--- config.mk ---
export PLATFORM = sky130hd
export DESIGN_NAME = uart_deser_gen_flat
export DESIGN_NICKNAME = d
export VERILOG_FILES = /design/src/rtl/uart_deser_gen_if.sv /design/src/rtl/uart_deser_gen.sv /design/src/flat_wrapper.sv
export SDC_FILE = /design/constraint.sdc
export NUM_CORES = 1
export LEC_CHECK = 0
export CAP_MARGIN = 30
export CORE_ASPECT_RATIO = 1.25
export CORE_MARGIN = 8
export CORE_UTILIZATION = 30
export CTS_CLUSTER_DIAMETER = 120
export DETAILED_ROUTE_END_ITERATION = 7
export GPL_TIMING_DRIVEN = 1
export MAX_ROUTING_LAYER = met4
export PLACE_DENSITY = 0.52
export SYNTH_ARGS = -nofsm -noshare
export SYNTH_HDL_FRONTEND = slang
export SYNTH_SLANG_ARGS = --single-unit
--- constraint.sdc ---
create_clock -name Clk -period 2.48 [get_ports Clk]
set_input_delay 0.496 -clock Clk [delete_from_list [all_inputs] [get_ports Clk]]
set_output_delay 0.496 -clock Clk [all_outputs]
set_load 0.02 [all_outputs]
--- src/rtl/uart_deser_gen_if.sv ---
// Parallel output channel of the deserializer: registered word plus a
// valid/ready handshake. The deserializer drives it through the master modport,
// and the consumer uses the slave modport.
interface uart_deser_gen_if #(
    parameter int DATA_WIDTH = 8
);
    logic [DATA_WIDTH-1:0] P_data;
    logic                  P_valid;
    logic                  P_ready;

    modport master (
        output P_data,
        output P_valid,
        input  P_ready
    );

    modport slave (
        input  P_data,
        input  P_valid,
        output P_ready
    );
endinterface

--- src/rtl/uart_deser_gen.sv ---
// uart_deser_gen: serial-to-parallel deserializer for UART frames.
// Shifts in one sampled bit per deser_en strobe after a frame_start. It
// publishes each completed word on a valid/ready channel and pulses overrun
// when an unconsumed word is overwritten.
// Optional feature: define UART_DESER_PARITY_EN to add parameter PAR_ODD and
// output par_bit, which is the parity of each completed word.
//
// state | meaning
// IDLE  | waiting for frame_start; strobes are ignored
// SHIFT | capturing data bits, one per deser_en cycle
module uart_deser_gen #(
    parameter int DATA_WIDTH = 8,
    parameter bit MSB_FIRST  = 1'b0
`ifdef UART_DESER_PARITY_EN
    ,
    parameter bit PAR_ODD    = 1'b0
`endif
) (
    input  logic                     Clk,
    input  logic                     Rst,
    input  logic                     sampled_bit,
    input  logic                     deser_en,
    input  logic                     frame_start,
    uart_deser_gen_if.master         out_if,
    output logic                     overrun,
    output logic                     busy
`ifdef UART_DESER_PARITY_EN
    ,
    output logic                     par_bit
`endif
);

    localparam int CNT_W = $clog2(DATA_WIDTH + 1);
    localparam logic [CNT_W-1:0] LAST_IDX = CNT_W'(DATA_WIDTH - 1);

    typedef enum logic {
        IDLE  = 1'b0,
        SHIFT = 1'b1
    } state_t;

    state_t                state;
    state_t                state_next;
    logic [CNT_W-1:0]      bit_cnt;
    logic [DATA_WIDTH-1:0] shift_reg;
    logic [DATA_WIDTH-1:0] shift_next;
    logic [DATA_WIDTH-1:0] data_q;
    logic                  valid_q;
    logic                  take_bit;
    logic                  word_done;
    logic                  handshake;

    assign out_if.P_data  = data_q;
    assign out_if.P_valid = valid_q;
    assign handshake      = valid_q & out_if.P_ready;

    // State register.
    always_ff @(posedge Clk or negedge Rst) begin
        if (!Rst) begin
            state <= IDLE;
        end else begin
            state <= state_next;
        end
    end

    // Next state and capture strobes. If frame_start and deser_en are high
    // together, frame_start wins and the bit is dropped.
    always_comb begin
        state_next = state;
        take_bit   = 1'b0;
        word_done  = 1'b0;
        case (state)
            IDLE: begin
                if (frame_start) begin
                    state_next = SHIFT;
                end
            end
            SHIFT: begin
                if (!frame_start && deser_en) begin
                    take_bit = 1'b1;
                    if (bit_cnt == LAST_IDX) begin
                        word_done  = 1'b1;
                        state_next = IDLE;
                    end
                end
            end
            default: begin
                state_next = IDLE;
            end
        endcase
    end

    // Shift register value including the incoming bit. In LSB-first mode,
    // bits enter at the top and march down, so the first bit ends in bit 0.
    always_comb begin
        shift_next = shift_reg;
        if (MSB_FIRST) begin
            shift_next = {shift_reg[DATA_WIDTH-2:0], sampled_bit};
        end else begin
            shift_next = {sampled_bit, shift_reg[DATA_WIDTH-1:1]};
        end
    end

    // Bit counter and partial-word storage. Both clear on a new frame and
    // after each completed word.
    always_ff @(posedge Clk or negedge Rst) begin
        if (!Rst) begin
            bit_cnt   <= '0;
            shift_reg <= '0;
        end else if (frame_start) begin
            bit_cnt   <= '0;
            shift_reg <= '0;
        end else if (take_bit) begin
            if (word_done) begin
                bit_cnt   <= '0;
                shift_reg <= '0;
            end else begin
                bit_cnt   <= bit_cnt + CNT_W'(1);
                shift_reg <= shift_next;
            end
        end
    end

    // Output word, valid flag, and overrun pulse. A completion always wins
    // over a same-cycle handshake, so the new word stays valid.
    always_ff @(posedge Clk or negedge Rst) begin
        if (!Rst) begin
            data_q  <= '0;
            valid_q <= 1'b0;
            overrun <= 1'b0;
        end else begin
            overrun <= word_done & valid_q & ~out_if.P_ready;
            if (word_done) begin
                data_q  <= shift_next;
                valid_q <= 1'b1;
            end else if (handshake) begin
                valid_q <= 1'b0;
            end
        end
    end

    // busy is registered from the next state, so it tracks state exactly.
    always_ff @(posedge Clk or negedge Rst) begin
        if (!Rst) begin
            busy <= 1'b0;
        end else begin
            busy <= (state_next == SHIFT);
        end
    end

`ifdef UART_DESER_PARITY_EN
    // Parity of the completed word, loaded together with P_data.
    always_ff @(posedge Clk or negedge Rst) begin
        if (!Rst) begin
            par_bit <= 1'b0;
        end else if (word_done) begin
            par_bit <= (^shift_next) ^ PAR_ODD;
        end
    end
`endif

endmodule

--- src/flat_wrapper.sv ---
// flat-port wrapper written by rule: the top's interface ports become plain ports
module uart_deser_gen_flat 
#(
    parameter int DATA_WIDTH = 8,
    parameter bit MSB_FIRST  = 1'b0

)
  (Clk, Rst, sampled_bit, deser_en, frame_start, overrun, busy, out_if_P_data, out_if_P_valid, out_if_P_ready);
  uart_deser_gen_if #(.DATA_WIDTH(DATA_WIDTH)) out_if_i ();
  input  logic Clk;
  input  logic Rst;
  input  logic sampled_bit;
  input  logic deser_en;
  input  logic frame_start;
  output logic overrun;
  output logic busy;
  output wire logic [$bits(out_if_i.P_data)-1:0] out_if_P_data;
  output wire logic [$bits(out_if_i.P_valid)-1:0] out_if_P_valid;
  input wire logic [$bits(out_if_i.P_ready)-1:0] out_if_P_ready;
  assign out_if_P_data = out_if_i.P_data;
  assign out_if_P_valid = out_if_i.P_valid;
  assign out_if_i.P_ready = out_if_P_ready;
  uart_deser_gen #(.DATA_WIDTH(DATA_WIDTH), .MSB_FIRST(MSB_FIRST)) u_core (.Clk(Clk), .Rst(Rst), .sampled_bit(sampled_bit), .deser_en(deser_en), .frame_start(frame_start), .out_if(out_if_i), .overrun(overrun), .busy(busy));
endmodule
==> run metrics, run 1 <==
Primary FF master, synth=dfrtp_1; Mapped Cells=60; post_cts resized=0; Cell variety after synth=22; Register Area=551 µm²; remaining antenna violation count=0; worst-path cell chain=clkdlybuf4s50_1; max reg flops=8; post-CTS setup buffers=0; initial antenna violation count=0; Critical Path Fanout Max=6; design area=0.00118 mm²; drt pass-1 iters=3; # H-tree levels=1; Iter 0 DRT Violations=13; Vias/cell=4.65; largest net degree at the start of global routing=23; TritonCTS buffer count=3; #FFs+latches synth=22; wirelength, routed=1.59 mm; status=complete, no violations; via count=544; crit-path leading delay family=buffers and inverters; Post-synth EDFFs=0; Initial Util=0.314; Syn Nets=67; CTS sink cnt=22; clock transition at the registers of the reported paths=0.13 ns; static leakage=0.541 nW; Hold/Removal Path Class=register to register; final setup vio count=0; Crit-path slowest cell=clkdlybuf4s50_1; hold slack=0.514 ns; Async SR Flop Fraction=1.00; Final Skew=0.00946 ns; drt drc=0; DR WL/cell=13.6 µm; Placed Area=0.00112 mm²; Worst setup EP type=output pin; post-route setup slack=0.563 ns; first-pass GRT wire length=2.77 mm; Avg Inst Size Synth=15.3 µm²; clock root buffer=clkbuf_4; I/O pin count=17; Slew Viols, Final=0; peak supply drop=195 µV; Bufs and invs on worst path=1; Rel. slew slack=0.759; grt ovf=0; number of diodes=0; CP arrival=1.42 ns; GRT Util Overall=0.0714; DP HPWL=1.15 mm; most frequent cells in the layout=dfrtp_1 (22), clkdlybuf4s50_1 (16), mux2_4 (8); worst-skew pair later-pin latency=0.30 ns; Period minus WS final=1.92 ns; crit path launch type=register; pre-CTS WS=0.448 ns; Die Footprint=0.00509 mm²; Max Clk Rate=0.522 GHz; Critical Path RT=1.98 ns; PortBufs=16; Syn Std Cell Area=916 µm²; Multi-input gate area=343 µm²; Final Hold Viols=0; post-route setup TNS=0 ns; Die Span Y=77.8 µm; Pwr Density=572 mW/mm²; fillers=300; placer congestion estimate=0.787; most common cell after layout, fill and taps aside=dfrtp_1; Area growth, synth to finish=28.6%; Setup CP Type=register to output pin; cts hold-fix bufs=0; Final Cycle Share=0.773; core region area=0.00292 mm²; CP peak stage delay=0.65 ns; Syn. warnings=0; RSZ-0062 raised after global routing=false; Least-Margin Pin Slew=0.360 ns; Max Cap Viol=0; vias in the first global route=605; Rows=22; share of layout cells above drive strength 1=0.284; CTS tree=yes; Die Width=65.4 µm; # nets final=89; final core utilization=0.404; Seq/Total Area, Yosys=0.601; Clock Tree Buf Depth=2
-- cells by family after synthesis --
| group | after synthesis | share of synthesized area |
|---|---|---|
| xor gates and xnor gates | 2 | 0.0191 |
| and+or+nand+nor | 11 | 0.0915 |
| muxes | 9 | 0.143 |
| AOI/OAI and AO/OA | 12 | 0.107 |
| adders and majority gates | 1 | 0.0137 |
| buffers and inverters | 3 | 0.0246 |
| DFF | 22 | 0.601 |
-- worst register-to-register path, stage by stage (launching register included) --
cell,delay (ns)
dfrtp_1,0.43
ha_1,0.22
and3b_2,0.25
nor3b_2,0.16
buf_4,0.20
mux2_4,0.30
-- final cells by class --
cell class              count  share of cell area
clock buffers               3              0.0191
clock inverters             1              0.0255
inverters                   1             0.00319
multi-input cells          35               0.291
flip-flops and latches     22               0.468
well taps                  36              0.0383
repair buffers             19               0.155
-- through the flow --
step | instances | power [mW]
2_1_floorplan | 60 | 0.390
3_3_place_gp | 113 | 0.411
3_5_place_dp | 113 | 0.412
4_1_cts | 117 | 0.687
5_1_grt | 117 | 0.703
6_report | 117 | 0.674
-- worst paths after layout --
| kind | from | slack [ns] | to | depth (start not counted) |
|---|---|---|---|---|
| worst min register to register | u_core.out_if.P_valid | 0.51 | u_core.out_if.P_valid | 1 |
| worst min-delay path | u_core.out_if.P_valid | 0.51 | u_core.out_if.P_valid | 1 |
| min in group asynchronous | Rst | 0.52 | u_core.shift_reg[3] | 2 |
| max in group asynchronous | Rst | 1.73 | u_core.bit_cnt[3] | 2 |
| worst max register to register | u_core.bit_cnt[0] | 0.83 | u_core.out_if.P_data[0] | 5 |
| worst max-delay path | u_core.state | 0.56 | busy | 1 |
-- power breakdown --
group | internal (mW) | switching (mW) | total (mW)
logic | 0.0164 | 0.0198 | 0.0362
registers | 0.363 | 0.00432 | 0.368
clock network | 0.163 | 0.107 | 0.270
-- cells in the mapped netlist, types with 2 or more instances --
cell type | n | area share
a21oi_1 | 2 | 0.011
nand3_1 | 3 | 0.016
a22o_1 | 7 | 0.067
nand2_1 | 2 | 0.0082
dfrtp_1 | 22 | 0.60
mux2_4 | 8 | 0.13
-- routing by layer --
metal  up-vias  track usage  part of all wire
met1       268       0.0763              0.47
met4         0       0.0591             0.025
met5         -            -                 0
met3         2       0.0129             0.040
met2        11        0.112              0.46
li1        263            -                 -
No activity file was read; power rests on OpenSTA's default activity.
==> inputs of run 2 (changes only) <==
- PLACE_DENSITY: 0.52 -> 0.54
- clock period: 2.48 -> 1.6 ns (I/O delays scaled with it)
==> run metrics, run 2 (synthesis results as in run 1) <==
placer congestion estimate=0.709 (-9.9%); number of diodes=0 (unchanged); Critical Path Fanout Max=5 (-1); wirelength, routed=1.74 mm (+9.8%); DR WL/cell=13.6 µm (+0.33%); Iter 0 DRT Violations=20 (+7); Switch Pwr=0.207 mW (+58%); total power=0.949 mW (+41%); I/O pin count=17 (unchanged); largest net degree at the start of global routing=23 (unchanged); Vias/cell=4.44 (-4.6%); Area growth, synth to finish=36.1%; Pwr Density=762 mW/mm² (+33%); first-pass GRT wire length=3.02 mm (+9.3%); core region area=0.00292 mm² (unchanged); GRT Util Overall=0.0794 (+0.00803); Die Width=65.4 µm (unchanged); Sw Share=0.217 (+0.0235); final setup vio count=0 (unchanged); static leakage=0.653 nW (+21%); Seq pwr share=0.599 (+0.053); worst-skew pair later-pin latency=0.30 ns (about the same); Final Hold Viols=0 (unchanged); r2r worst-path depth=6 (+1); via count=568 (+4.4%); CTS sink cnt=22 (unchanged); vias in the first global route=640 (+5.8%); Rows=22 (unchanged); post-route setup slack=0.0382 ns (-0.525 ns); # H-tree levels=1 (unchanged); post-route setup TNS=0 ns (unchanged); Die Span Y=77.8 µm (unchanged); Max Clk Rate=0.640 GHz; # nets final=100 (+12%); Rel. slew slack=0.720 (-0.0388); CTS tree=yes; Clock Tree Buf Depth=2 (unchanged); crit path launch type=register; Setup CP Type=register to register; design area=0.00125 mm² (+5.8%); Final Cycle Share=0.976; Final Skew=0.00387 ns (-0.00559 ns); CP arrival=1.77 ns (+0.35 ns); remaining antenna violation count=0 (unchanged); most frequent cells in the layout=dfrtp_1 (22), buf_4 (14), dlygate4sd2_1 (10); Hold/Removal Path Class=primary input to asynchronous set/reset pin; Max Cap Viol=0 (unchanged); peak supply drop=307 µV (+57%); Placed Area=0.00120 mm² (+6.7%); pre-CTS WS=-0.297 ns (-0.745 ns); DP HPWL=1.22 mm (+6.4%); clock share of power=0.319 (-0.082); initial antenna violation count=0 (unchanged); share of layout cells above drive strength 1=0.391 (+0.107); clock root buffer=clkbuf_4; Worst setup EP type=register; Slew Viols, Final=0 (unchanged); Die Footprint=0.00509 mm² (unchanged); share of total power in combinational logic=0.082 (+0.028); PortBufs=16 (unchanged); TritonCTS buffer count=3 (unchanged); Least-Margin Pin Slew=0.420 ns (+0.0594 ns); Period minus WS final=1.56 ns; status=complete, no violations; grt ovf=0 (unchanged); reg-to-reg startpoint=u_core.bit_cnt[0]; max reg flops=8 (unchanged); Initial Util=0.314 (unchanged); drt pass-1 iters=3 (unchanged); Critical Path RT=1.81 ns (-0.17 ns); Pint=0.743 mW (+37%); most common cell after layout, fill and taps aside=dfrtp_1; drt drc=0 (unchanged); RSZ-0062 raised after global routing=true; worst reg2reg endpoint=u_core.overrun; clock transition at the registers of the reported paths=0.12 ns (about the same); worst reg2reg setup slack=0.04 ns (-0.79 ns)
[run 2: changes by cell type in the layout (fill, tap and decap cells not counted), sizes merged]
cell           before  now
buf                 3   14
clkdlybuf4s50      16    5
dlygate4sd2         0   10
bufinv              1    0
clkbuf              3    4
dlymetal6s2s        0    1
[run 2: how the worst max path moves through the flow]
stage,cells after the start,endpoint,start,slack (ns)
after floorplan,5,u_core.out_if.P_data[0],u_core.bit_cnt[0],0.08
after global placement,4,u_core.bit_cnt[0],deser_en,-0.25
final,6,u_core.overrun,u_core.bit_cnt[0],0.04
after detailed placement,4,u_core.bit_cnt[0],deser_en,-0.30
after CTS,1,overrun,u_core.overrun,0.01
after global routing,5,u_core.out_if.P_data[0],u_core.bit_cnt[0],-0.02
[run 2: metrics by stage]
stage / cells / hold slack (ns) / util
after CTS: 127 / 0.345 / 0.420
after floorplan: 60 / 0.0244 / -
after global routing: 128 / 0.357 / 0.427
final: 128 / 0.348 / 0.427
after detailed placement: 123 / 0.484 / 0.411
after global placement: 123 / 0.484 / 0.411
[run 2: worst max-delay path, cell delays in order (launching register included)]
cell and delay, ns:
dfrtp_1 0.41, ha_2 0.19, and3b_2 0.21, nor3b_4 0.15
buf_4 0.17, buf_4 0.13, and3_2 0.19
[run 2: final cells by class]
class                      count  area, µm²
clock buffer                   4       36.3
fill                         308       1670
inverter                       1       3.75
multi-input combinational     35        355
sequential                    22        551
tap                           36       45.0
timing repair buffer          30        255
[run 2: power groups by stage]
stage	clock network, mW	logic [mW]	registers (mW)
floorplan	0	0.0250	0.579
global placement	0	0.0736	0.579
detailed placement	0	0.0754	0.579
CTS	0.323	0.0757	0.569
global route	0.345	0.0884	0.570
finish	0.303	0.0781	0.569
[run 2: routing by layer]
metal  global-route usage  part of all wire  vias to the layer above  wire length [µm]
li1                     -                 -                      281                 -
met1               0.0906              0.46                      272               809
met2                0.114              0.46                       13               806
met3               0.0201             0.054                        2                94
met4               0.0656             0.020                        0                34
met5                    -                 0                        -                 0
[run 2: timing repair]
item | in CTS | in global routing
setup endpoints to repair | 11 | 20
setup buffers | 0 | 1
gates resized for setup | 11 | 3
gates cloned | 0 | 0
hold buffers | 0 | 0
==> inputs of run 3 (changes only) <==
- CORE_UTILIZATION: 30 -> 40
- PLACE_DENSITY: 0.54 -> 0.67
==> run metrics, run 3 (synthesis results as in run 1) <==
status=complete, no violations; placer congestion estimate=0.729 (+2.9%); Least-Margin Pin Slew=0.408 ns (-0.0118 ns); static leakage=0.671 nW (+2.8%); GRT Util Overall=0.0909 (+0.0115); core region area=0.00219 mm² (-25%); Final Hold Viols=0 (unchanged); first-pass GRT wire length=2.88 mm (-4.6%); fillers=197 (-36%); clock share of power=0.271 (-0.048); CP peak stage delay=0.40 ns (about the same); worst reg2reg setup slack=0.02 ns (-0.02 ns); design area=0.00125 mm² (+0.20%); hold slack=0.365 ns (+0.0172 ns); CTS tree=yes; clock transition at the registers of the reported paths=0.11 ns (about the same); clock root buffer=clkbuf_4; peak supply drop=485 µV (+58%); launch point of the worst path=u_core.bit_cnt[1]; Switch Pwr=0.199 mW (-3.7%); worst reg2reg endpoint=u_core.out_if.P_data[2]; Area growth, synth to finish=36.3%; final core utilization=0.571 (+0.144); most frequent cells in the layout=dfrtp_1 (22), buf_4 (15), dlygate4sd2_1 (9); Final Cycle Share=0.986 (+0.00957); Setup CP Type=register to register; most common cell after layout, fill and taps aside=dfrtp_1; Sw Share=0.222 (+0.00498); worst-skew pair later-pin latency=0.30 ns (about the same); Worst setup EP type=register; number of diodes=0 (unchanged); Clock Tree Buf Depth=2 (unchanged); post-route non-filler standard cell count=124 (-3.1%); worst-path cell chain=ha_2, and3b_2, nor3b_4, buf_6, mux2_4; CTS sink cnt=22 (unchanged); Rel. slew slack=0.728 (+0.00785); # nets final=102 (+2.0%); Max Clk Rate=0.634 GHz (-0.97%); Die Footprint=0.00409 mm² (-20%); Slew Viols, Final=0 (unchanged); DP HPWL=1.22 mm (-0.30%); Pwr Density=716 mW/mm² (-6.0%); largest net degree at the start of global routing=23 (unchanged); max reg flops=8 (unchanged); TritonCTS buffer count=3 (unchanged); share of layout cells above drive strength 1=0.398 (+0.00655); post-route setup slack=0.0229 ns (-0.0153 ns); crit path launch type=register; Critical Path RT=1.79 ns (-0.02 ns); vias in the first global route=659 (+3.0%); drt drc=0 (unchanged); Crit-path slowest cell=dfrtp_1; final setup vio count=0 (unchanged); CP Capture Point=u_core.out_if.P_data[2]; Final Skew=0.00356 ns (-0.000302 ns); remaining antenna violation count=0 (unchanged); I/O pin count=17 (unchanged); Rows=19 (-14%); placed insts=117 (-4.9%); post-route setup TNS=0 ns (unchanged); Iter 0 DRT Violations=8 (-60%); Seq pwr share=0.637 (+0.038); Placed Area=0.00119 mm² (-1.1%); grt ovf=0 (unchanged); Die Width=58.8 µm (-10%); Vias/cell=4.79 (+8.0%); drt pass-1 iters=5 (+2); share of total power in combinational logic=0.092 (+0.010); Pint=0.695 mW (-6.4%); DR WL/cell=14.3 µm (+4.6%); via count=594 (+4.6%); wirelength, routed=1.77 mm (+1.4%); Initial Util=0.419 (+0.105); reg-to-reg startpoint=u_core.bit_cnt[1]; Period minus WS final=1.58 ns (+0.0153 ns); Die Span Y=69.5 µm (-11%); Critical Path Fanout Max=6 (+1); total power=0.894 mW (-5.8%); PortBufs=16 (unchanged); Max Cap Viol=0 (unchanged); CP arrival=1.77 ns (about the same); Hold/Removal Path Class=primary input to asynchronous set/reset pin; initial antenna violation count=0 (unchanged); r2r worst-path depth=5 (-1); # H-tree levels=1 (unchanged); pre-CTS WS=-0.261 ns (+0.0364 ns)
-- run 3: layout make-up --
type	instances	area, µm²	area share
repair buffers	32	278	0.222
inverters	1	3.75	0.00301
clock buffers	3	22.5	0.0180
multi-input cells	35	355	0.285
flip-flops and latches	22	551	0.441
well taps	31	38.8	0.0311
-- run 3: power by group through the flow --
stage,Sequential [mW],Combinational (mW),Clock (mW)
after floorplan,0.579,0.0250,0
after global placement,0.580,0.0694,0
after detailed placement,0.580,0.0707,0
after CTS,0.569,0.0710,0.253
after global routing,0.570,0.0918,0.272
final,0.569,0.0824,0.242
-- run 3: worst min path at each step --
stage / from / endpoint / slack [ns] / cells past startpoint
2_1_floorplan: Rst / u_core.bit_cnt[0] / 0.02 / 0
3_3_place_gp: u_core.out_if.P_valid / u_core.out_if.P_valid / 0.48 / 1
3_5_place_dp: u_core.out_if.P_valid / u_core.out_if.P_valid / 0.50 / 1
4_1_cts: Rst / u_core.out_if.P_data[4] / 0.37 / 2
5_1_grt: Rst / u_core.out_if.P_data[4] / 0.37 / 2
6_report: Rst / u_core.out_if.P_data[4] / 0.36 / 2
-- run 3: critical path, delay by kind of cell, from the launching register on --
family	cells	cell delay, ns
multiplexers	1	0.30
AND/OR/NAND/NOR	2	0.41
buffers and inverters	1	0.17
flip-flops	1	0.40
adder cells (fa/ha/maj)	1	0.19
-- run 3: per-layer routing --
layer / vias to the layer above / part of all wire / track usage
met5: - / 0 / -
li1: 284 / - / -
met3: 2 / 0.039 / 0.0241
met4: 0 / 0.0085 / 0.0400
met2: 14 / 0.50 / 0.141
met1: 294 / 0.45 / 0.106
-- run 3: timing repair --
item | CTS | global route
buffers inserted | 0 | 4
gates resized for setup | 10 | 5
pin swaps | 0 | 2
hold buffers | 0 | 0
setup endpoints to repair | 13 | 19
